**src/rtl/barshift_pkg.sv**
```systemverilog
// Shared types and helpers for the pipelined barrel shifter.
// Build option BARSHIFT_STICKY_EN adds the discarded-bit sticky output.
package barshift_pkg;

    typedef enum logic [1:0] {
        SLL = 2'b00,
        SRL = 2'b01,
        SRA = 2'b10,
        ROR = 2'b11
    } mode_e;

    // Register stages needed for log2(width) mux layers grouped lps per stage.
    function automatic int num_stages(input int width, input int lps);
        return ($clog2(width) + lps - 1) / lps;
    endfunction

endpackage

```
**src/rtl/barshift_layer.sv**
```systemverilog
// One mux layer: shift/rotate by SHIFT when en is set, else pass through.
// Latency 0 (combinational); no flow control of its own.
// lost_or exists only with BARSHIFT_STICKY_EN: OR of bits pushed past the word edge.
module barshift_layer
    import barshift_pkg::*;
#(
    parameter int WIDTH = 128,
    parameter int SHIFT = 1
) (
    input  logic [WIDTH-1:0] in_data,
    input  logic             en,
    input  mode_e            mode,
    input  logic             fill,
`ifdef BARSHIFT_STICKY_EN
    output logic             lost_or,
`endif
    output logic [WIDTH-1:0] out_data
);

    always_comb begin
        out_data = in_data;
`ifdef BARSHIFT_STICKY_EN
        lost_or  = 1'b0;
`endif
        if (en) begin
            case (mode)
                SLL:     out_data = {in_data[WIDTH-SHIFT-1:0], {SHIFT{1'b0}}};
                SRL:     out_data = {{SHIFT{1'b0}}, in_data[WIDTH-1:SHIFT]};
                SRA:     out_data = {{SHIFT{fill}}, in_data[WIDTH-1:SHIFT]};
                default: out_data = {in_data[SHIFT-1:0], in_data[WIDTH-1:SHIFT]};
            endcase
`ifdef BARSHIFT_STICKY_EN
            // SRA drops low bits just like SRL; rotation never loses anything
            if (mode == SLL) begin
                lost_or = |in_data[WIDTH-1 -: SHIFT];
            end else if (mode != ROR) begin
                lost_or = |in_data[SHIFT-1:0];
            end
`endif
        end
    end

endmodule

```
**src/rtl/barshift_pipe.sv**
```systemverilog
// Pipelined SLL/SRL/SRA/ROR barrel shifter, LPS mux layers per register stage.
// Latency ceil(log2(WIDTH)/LPS) cycles, 1 beat/cycle; global stall: in_ready = out_ready | ~out_valid.
// Option BARSHIFT_STICKY_EN adds out_sticky (OR of discarded bits), pipelined with the data.
module barshift_pipe
    import barshift_pkg::*;
#(
    parameter int WIDTH = 128,
    parameter int LPS   = 2,
    parameter int TAG_W = 8
) (
    input  logic                     clk,
    input  logic                     rst,
    input  logic                     in_valid,
    output logic                     in_ready,
    input  logic [WIDTH-1:0]         in_data,
    input  logic [$clog2(WIDTH)-1:0] in_amt,
    input  logic [1:0]               in_mode,
    input  logic [TAG_W-1:0]         in_tag,
    output logic                     out_valid,
    input  logic                     out_ready,
    output logic [WIDTH-1:0]         out_data,
    output logic [TAG_W-1:0]         out_tag
`ifdef BARSHIFT_STICKY_EN
    ,
    output logic                     out_sticky
`endif
);

    localparam int SHW = $clog2(WIDTH);
    localparam int NS  = num_stages(WIDTH, LPS);

    logic             vld_q  [NS];
    logic             vld_d  [NS];
    logic [WIDTH-1:0] dat_q  [NS];
    logic [WIDTH-1:0] dat_d  [NS];
    logic [SHW-1:0]   amt_q  [NS];
    logic [SHW-1:0]   amt_d  [NS];
    mode_e            mode_q [NS];
    mode_e            mode_d [NS];
    logic             fill_q [NS];
    logic             fill_d [NS];
    logic [TAG_W-1:0] tag_q  [NS];
    logic [TAG_W-1:0] tag_d  [NS];

    logic             src_vld  [NS];
    logic [WIDTH-1:0] src_dat  [NS];
    logic [SHW-1:0]   src_amt  [NS];
    mode_e            src_mode [NS];
    logic             src_fill [NS];
    logic [TAG_W-1:0] src_tag  [NS];

    logic [WIDTH-1:0] lyr_in   [SHW];
    logic [WIDTH-1:0] lyr_out  [SHW];
    logic [WIDTH-1:0] stg_out  [NS];

`ifdef BARSHIFT_STICKY_EN
    logic             stk_q    [NS];
    logic             stk_d    [NS];
    logic             src_stk  [NS];
    logic             lyr_lost [SHW];
    logic             lyr_stk  [SHW];
    logic             stg_stk  [NS];
`endif

    logic adv;

    assign adv      = out_ready | ~out_valid;
    assign in_ready = adv;

    // Stage 0 is fed by the ports, every later stage by its predecessor's registers.
    always_comb begin
        src_vld[0]  = in_valid & in_ready;
        src_dat[0]  = in_data;
        src_amt[0]  = in_amt;
        src_mode[0] = mode_e'(in_mode);
        src_fill[0] = in_data[WIDTH-1];
        src_tag[0]  = in_tag;
`ifdef BARSHIFT_STICKY_EN
        src_stk[0]  = 1'b0;
`endif
        for (int s = 1; s < NS; s++) begin
            src_vld[s]  = vld_q[s-1];
            src_dat[s]  = dat_q[s-1];
            src_amt[s]  = amt_q[s-1];
            src_mode[s] = mode_q[s-1];
            src_fill[s] = fill_q[s-1];
            src_tag[s]  = tag_q[s-1];
`ifdef BARSHIFT_STICKY_EN
            src_stk[s]  = stk_q[s-1];
`endif
        end
    end

    for (genvar k = 0; k < SHW; k++) begin : g_lyr
        localparam int S = k / LPS;

        if (k % LPS == 0) begin : g_head
            assign lyr_in[k] = src_dat[S];
`ifdef BARSHIFT_STICKY_EN
            assign lyr_stk[k] = src_stk[S] | lyr_lost[k];
`endif
        end else begin : g_chain
            assign lyr_in[k] = lyr_out[k-1];
`ifdef BARSHIFT_STICKY_EN
            assign lyr_stk[k] = lyr_stk[k-1] | lyr_lost[k];
`endif
        end

        barshift_layer #(
            .WIDTH (WIDTH),
            .SHIFT (1 << k)
        ) u_layer (
            .in_data  (lyr_in[k]),
            .en       (src_amt[S][k]),
            .mode     (src_mode[S]),
            .fill     (src_fill[S]),
`ifdef BARSHIFT_STICKY_EN
            .lost_or  (lyr_lost[k]),
`endif
            .out_data (lyr_out[k])
        );

        // The last layer of each group feeds that group's stage register.
        if (((k + 1) % LPS == 0) || (k == SHW - 1)) begin : g_tap
            assign stg_out[S] = lyr_out[k];
`ifdef BARSHIFT_STICKY_EN
            assign stg_stk[S] = lyr_stk[k];
`endif
        end
    end

    always_comb begin
        for (int s = 0; s < NS; s++) begin
            vld_d[s]  = src_vld[s];
            dat_d[s]  = stg_out[s];
            amt_d[s]  = src_amt[s];
            mode_d[s] = src_mode[s];
            fill_d[s] = src_fill[s];
            tag_d[s]  = src_tag[s];
`ifdef BARSHIFT_STICKY_EN
            stk_d[s]  = stg_stk[s];
`endif
        end
    end

    always_ff @(posedge clk) begin
        if (rst) begin
            for (int s = 0; s < NS; s++) begin
                vld_q[s]  <= 1'b0;
                dat_q[s]  <= '0;
                amt_q[s]  <= '0;
                mode_q[s] <= SLL;
                fill_q[s] <= 1'b0;
                tag_q[s]  <= '0;
`ifdef BARSHIFT_STICKY_EN
                stk_q[s]  <= 1'b0;
`endif
            end
        end else if (adv) begin
            for (int s = 0; s < NS; s++) begin
                vld_q[s]  <= vld_d[s];
                dat_q[s]  <= dat_d[s];
                amt_q[s]  <= amt_d[s];
                mode_q[s] <= mode_d[s];
                fill_q[s] <= fill_d[s];
                tag_q[s]  <= tag_d[s];
`ifdef BARSHIFT_STICKY_EN
                stk_q[s]  <= stk_d[s];
`endif
            end
        end
    end

    assign out_valid  = vld_q[NS-1];
    assign out_data   = dat_q[NS-1];
    assign out_tag    = tag_q[NS-1];
`ifdef BARSHIFT_STICKY_EN
    assign out_sticky = stk_q[NS-1];
`endif

endmodule

```
**config.mk**
```make
export PLATFORM = sky130hd
export DESIGN_NAME = barshift_pipe
export DESIGN_NICKNAME = d
export VERILOG_FILES = /design/src/rtl/barshift_pkg.sv /design/src/rtl/barshift_layer.sv /design/src/rtl/barshift_pipe.sv
export SDC_FILE = /design/constraint.sdc
export NUM_CORES = 2
export LEC_CHECK = 0
export ABC_AREA = 0
export CORE_UTILIZATION = 55
export DETAILED_ROUTE_END_ITERATION = 8
export DONT_BUFFER_PORTS = 1
export PLACE_DENSITY = 0.73
export SLEW_MARGIN = 20
export SYNTH_ARGS = -nofsm -noshare
export SYNTH_HDL_FRONTEND = slang
export SYNTH_HIERARCHICAL = 1
export SYNTH_SLANG_ARGS = --single-unit
```
**constraint.sdc**
```tcl
create_clock -name clk -period 15.9 [get_ports clk]
set_clock_uncertainty 0.2 [all_clocks]
set_input_delay 1.59 -clock clk [delete_from_list [all_inputs] [get_ports clk]]
set_output_delay 1.59 -clock clk [all_outputs]
set_load 0.05 [all_outputs]
```
==> run_results.csv <==
group,metric,value,unit
grt,grt_pass1_wl,183000,um
grt,antenna_found_initial,2,
critical_path,start_kind,"flip-flop",
grt,track_usage,28.3,%
drt,drtPass1Iterations,7,
yosys,syn_area,44500,um^2
critical_path,crit_path_max_fanout,105,
clock_network,htreeDepth,2,
timing,drv_slew,0,
layout,area_growth,0.365,%
layout,final-instance-count-excl-fill,5564,
timing,grt_setup_unrepaired,"no",
yosys,synth_ff_type,"edfxtp_1",
drt,met2_length,56300,um
grt,grt_start_max_net_pins,568,
layout,drive_gt1_share,5.76,%
hold_path,min_path_cells,1,
clock_network,cts.sinks,566,
drt,remaining_drc_errors,0,
placement,portBuffers,0,
yosys,yosysSeqAreaShare,38.2,%
die,dieArea,82000,um^2
layout,final_common_cell,"nor2_1",
yosys,async_flop_share,0,%
critical_path,cp-end-kind,"flip-flop",
placement,gp_congestion,0.956,
pwr,cellPowerDensity,96.0,nW/um^2
yosys,ys_types,39,
critical_path,critPathArrivalTime,4810,ps
critical_path,critPathRequiredTime,16040,ps
clock_network,hold_buffers,0,
yosys,syn-mean-instance-area,9.00,um^2
die,rows,103,
layout,fin_nets,4610,
yosys,synth_enable_flop_cells,566,
die,core_area,79500,um^2
drt,detail_route.wirelength.met1,51500,um
clock_network,cts_resized,0,
die,die_h,286,um
critical_path,path_class,"reg2reg",
clock_network,post-cts-setup-buffers,0,
timing,setup_viol,0,
clock_network,cts.clk_slew.worst_paths,70,ps
grt,grt_pass1_vias,30400,
layout,fillerInstances,6916,
clock_network,cts_buffers,60,
placement,dp_cells,5448,
layout,final_cell_mix,"nor2_1, nor3b_1, edfxtp_1",
die,start_util,56.0,%
yosys,synth_seq_cells,566,
hold_path,holdCritPathClass,"reg2reg",
die,fp.dieW,286,um
drt,maxUsedRoutingLayer,"met4",
drt,routedWlPerCell,21.7,um
pwr,p_leak,15.5,nW
yosys,netlist_instances,4942,
timing,setup_tns,0,ps
timing,tightest_slew,1120,ps
critical_path,worstRegToRegCells,8,
layout,fin_util,56.2,%
timing,relSlewSlack,25.1,%
drt,wirelength,121000,um
drt,met3_length,8990,um
timing,period_minus_slack,4670,ps
drt,viasPerCell,6.43,
clock_network,insertion_delay,640,ps
drt,drtIter0Drc,4286,
timing,fin_crit_sh,29.4,%
grt,grt-ovfl-total,0,
clock_network,cts_max_path_buffers,3,
job,cap_violations,0,
yosys,yosys_warnings,6,
pwr,finalPower,4.29,mW
placement,dpl.hpwl,81200,um
clock_network,cts_tree,"built",
die,pin_count,287,
outcome,run_status,"complete, no violations",
clock_network,cts-root-buf,"clkbuf_16",
yosys,syn_nets,5091,
pwr,max-vdd-ir-drop,0.0881,mV
drt,final_antenna_net_count,0,
timing,finalHoldViolations,0,
drt,num_vias,35800,
timing,max_freq,214,MHz
layout make-up:
class                   instances  area (um^2)  share of cell area (%)
flip-flops and latches        566        17000                    38.1
clock buffers                  77         1590                    3.55
diodes                          2         5.00                  0.0112
well taps                    1050         1310                    2.94
multi-input cells            3643        23400                    52.5
inverters                     148          556                    1.24
repair buffers                 42          448                    1.00
clock inverters                36          327                   0.731
power breakdown:
part / switching [mW] / internal [mW]
Clock: 0.583 / 0.786
Sequential: 0.207 / 1.80
Combinational: 0.537 / 0.376
state kept, by name (all words and copies together), names as in the netlist:
register and count:
tag_q 32, dat_q 512, amt_q 9, vld_q 4, mode_q 6, fill_q 3
metal layers:
metal  global-route usage, %  up-vias
li1                        -    17300
met1                    39.8    17000
met2                    45.1     1292
met3                    3.41      158
met4                    9.36        0
met5                       0        -
Yosys cell counts, types with 57 or more instances:
library cell,n,share of area [%]
or3b_1,351,6.9
buf_6,127,3.2
nand2_1,382,3.2
clkbuf_1,279,2.4
o21ai_1,57,0.64
o22ai_2,64,1.8
inv_1,147,1.2
nor2_1,694,5.9
mux2i_1,239,5.4
a31oi_1,484,6.8
a21oi_1,208,2.3
buf_2,126,1.4
nand4bb_1,71,1.8
edfxtp_1,566,38
o21ai_0,301,3.4
nor3b_1,566,9.5
kinds of logic after synthesis:
logic type	count (synthesis)	share of synthesized area (%)
multiplexers	239	5.38
flip-flops	566	38.2
AO/OA/AOI/OAI	1303	19.2
buffers and inverters	733	9.26
AND/OR/NAND/NOR	2101	28.0
critical path, stage by stage, from the launching register on:
cell	delay, ps
edfxtp_1	330
buf_4	480
buf_4	810
buf_4	740
nor2_1	100
a31oi_1	430
or3b_1	390
a31oi_1	170
nor3b_1	600
path summary, 6_finish.rpt:
kind | startpoint | endpoint | slack (ps)
hold reg to reg | tag_q[2][4] | tag_q[3][4] | 400
setup / recovery | amt_q[0][2] | dat_q[1][65] | 11230
hold / removal | tag_q[2][4] | tag_q[3][4] | 400
setup reg to reg | amt_q[0][2] | dat_q[1][65] | 11230
stage by stage:
step                setup slack (ps)  cell area, um^2  hold WS [ps]
global route                   11080            44700           406
global placement               10990            42700           375
floorplan                       5990            44500           370
CTS                            11430            44600           404
detailed placement             10960            42700           385
finish                         11230            44700           397
No activity file was read; power rests on OpenSTA's default activity.
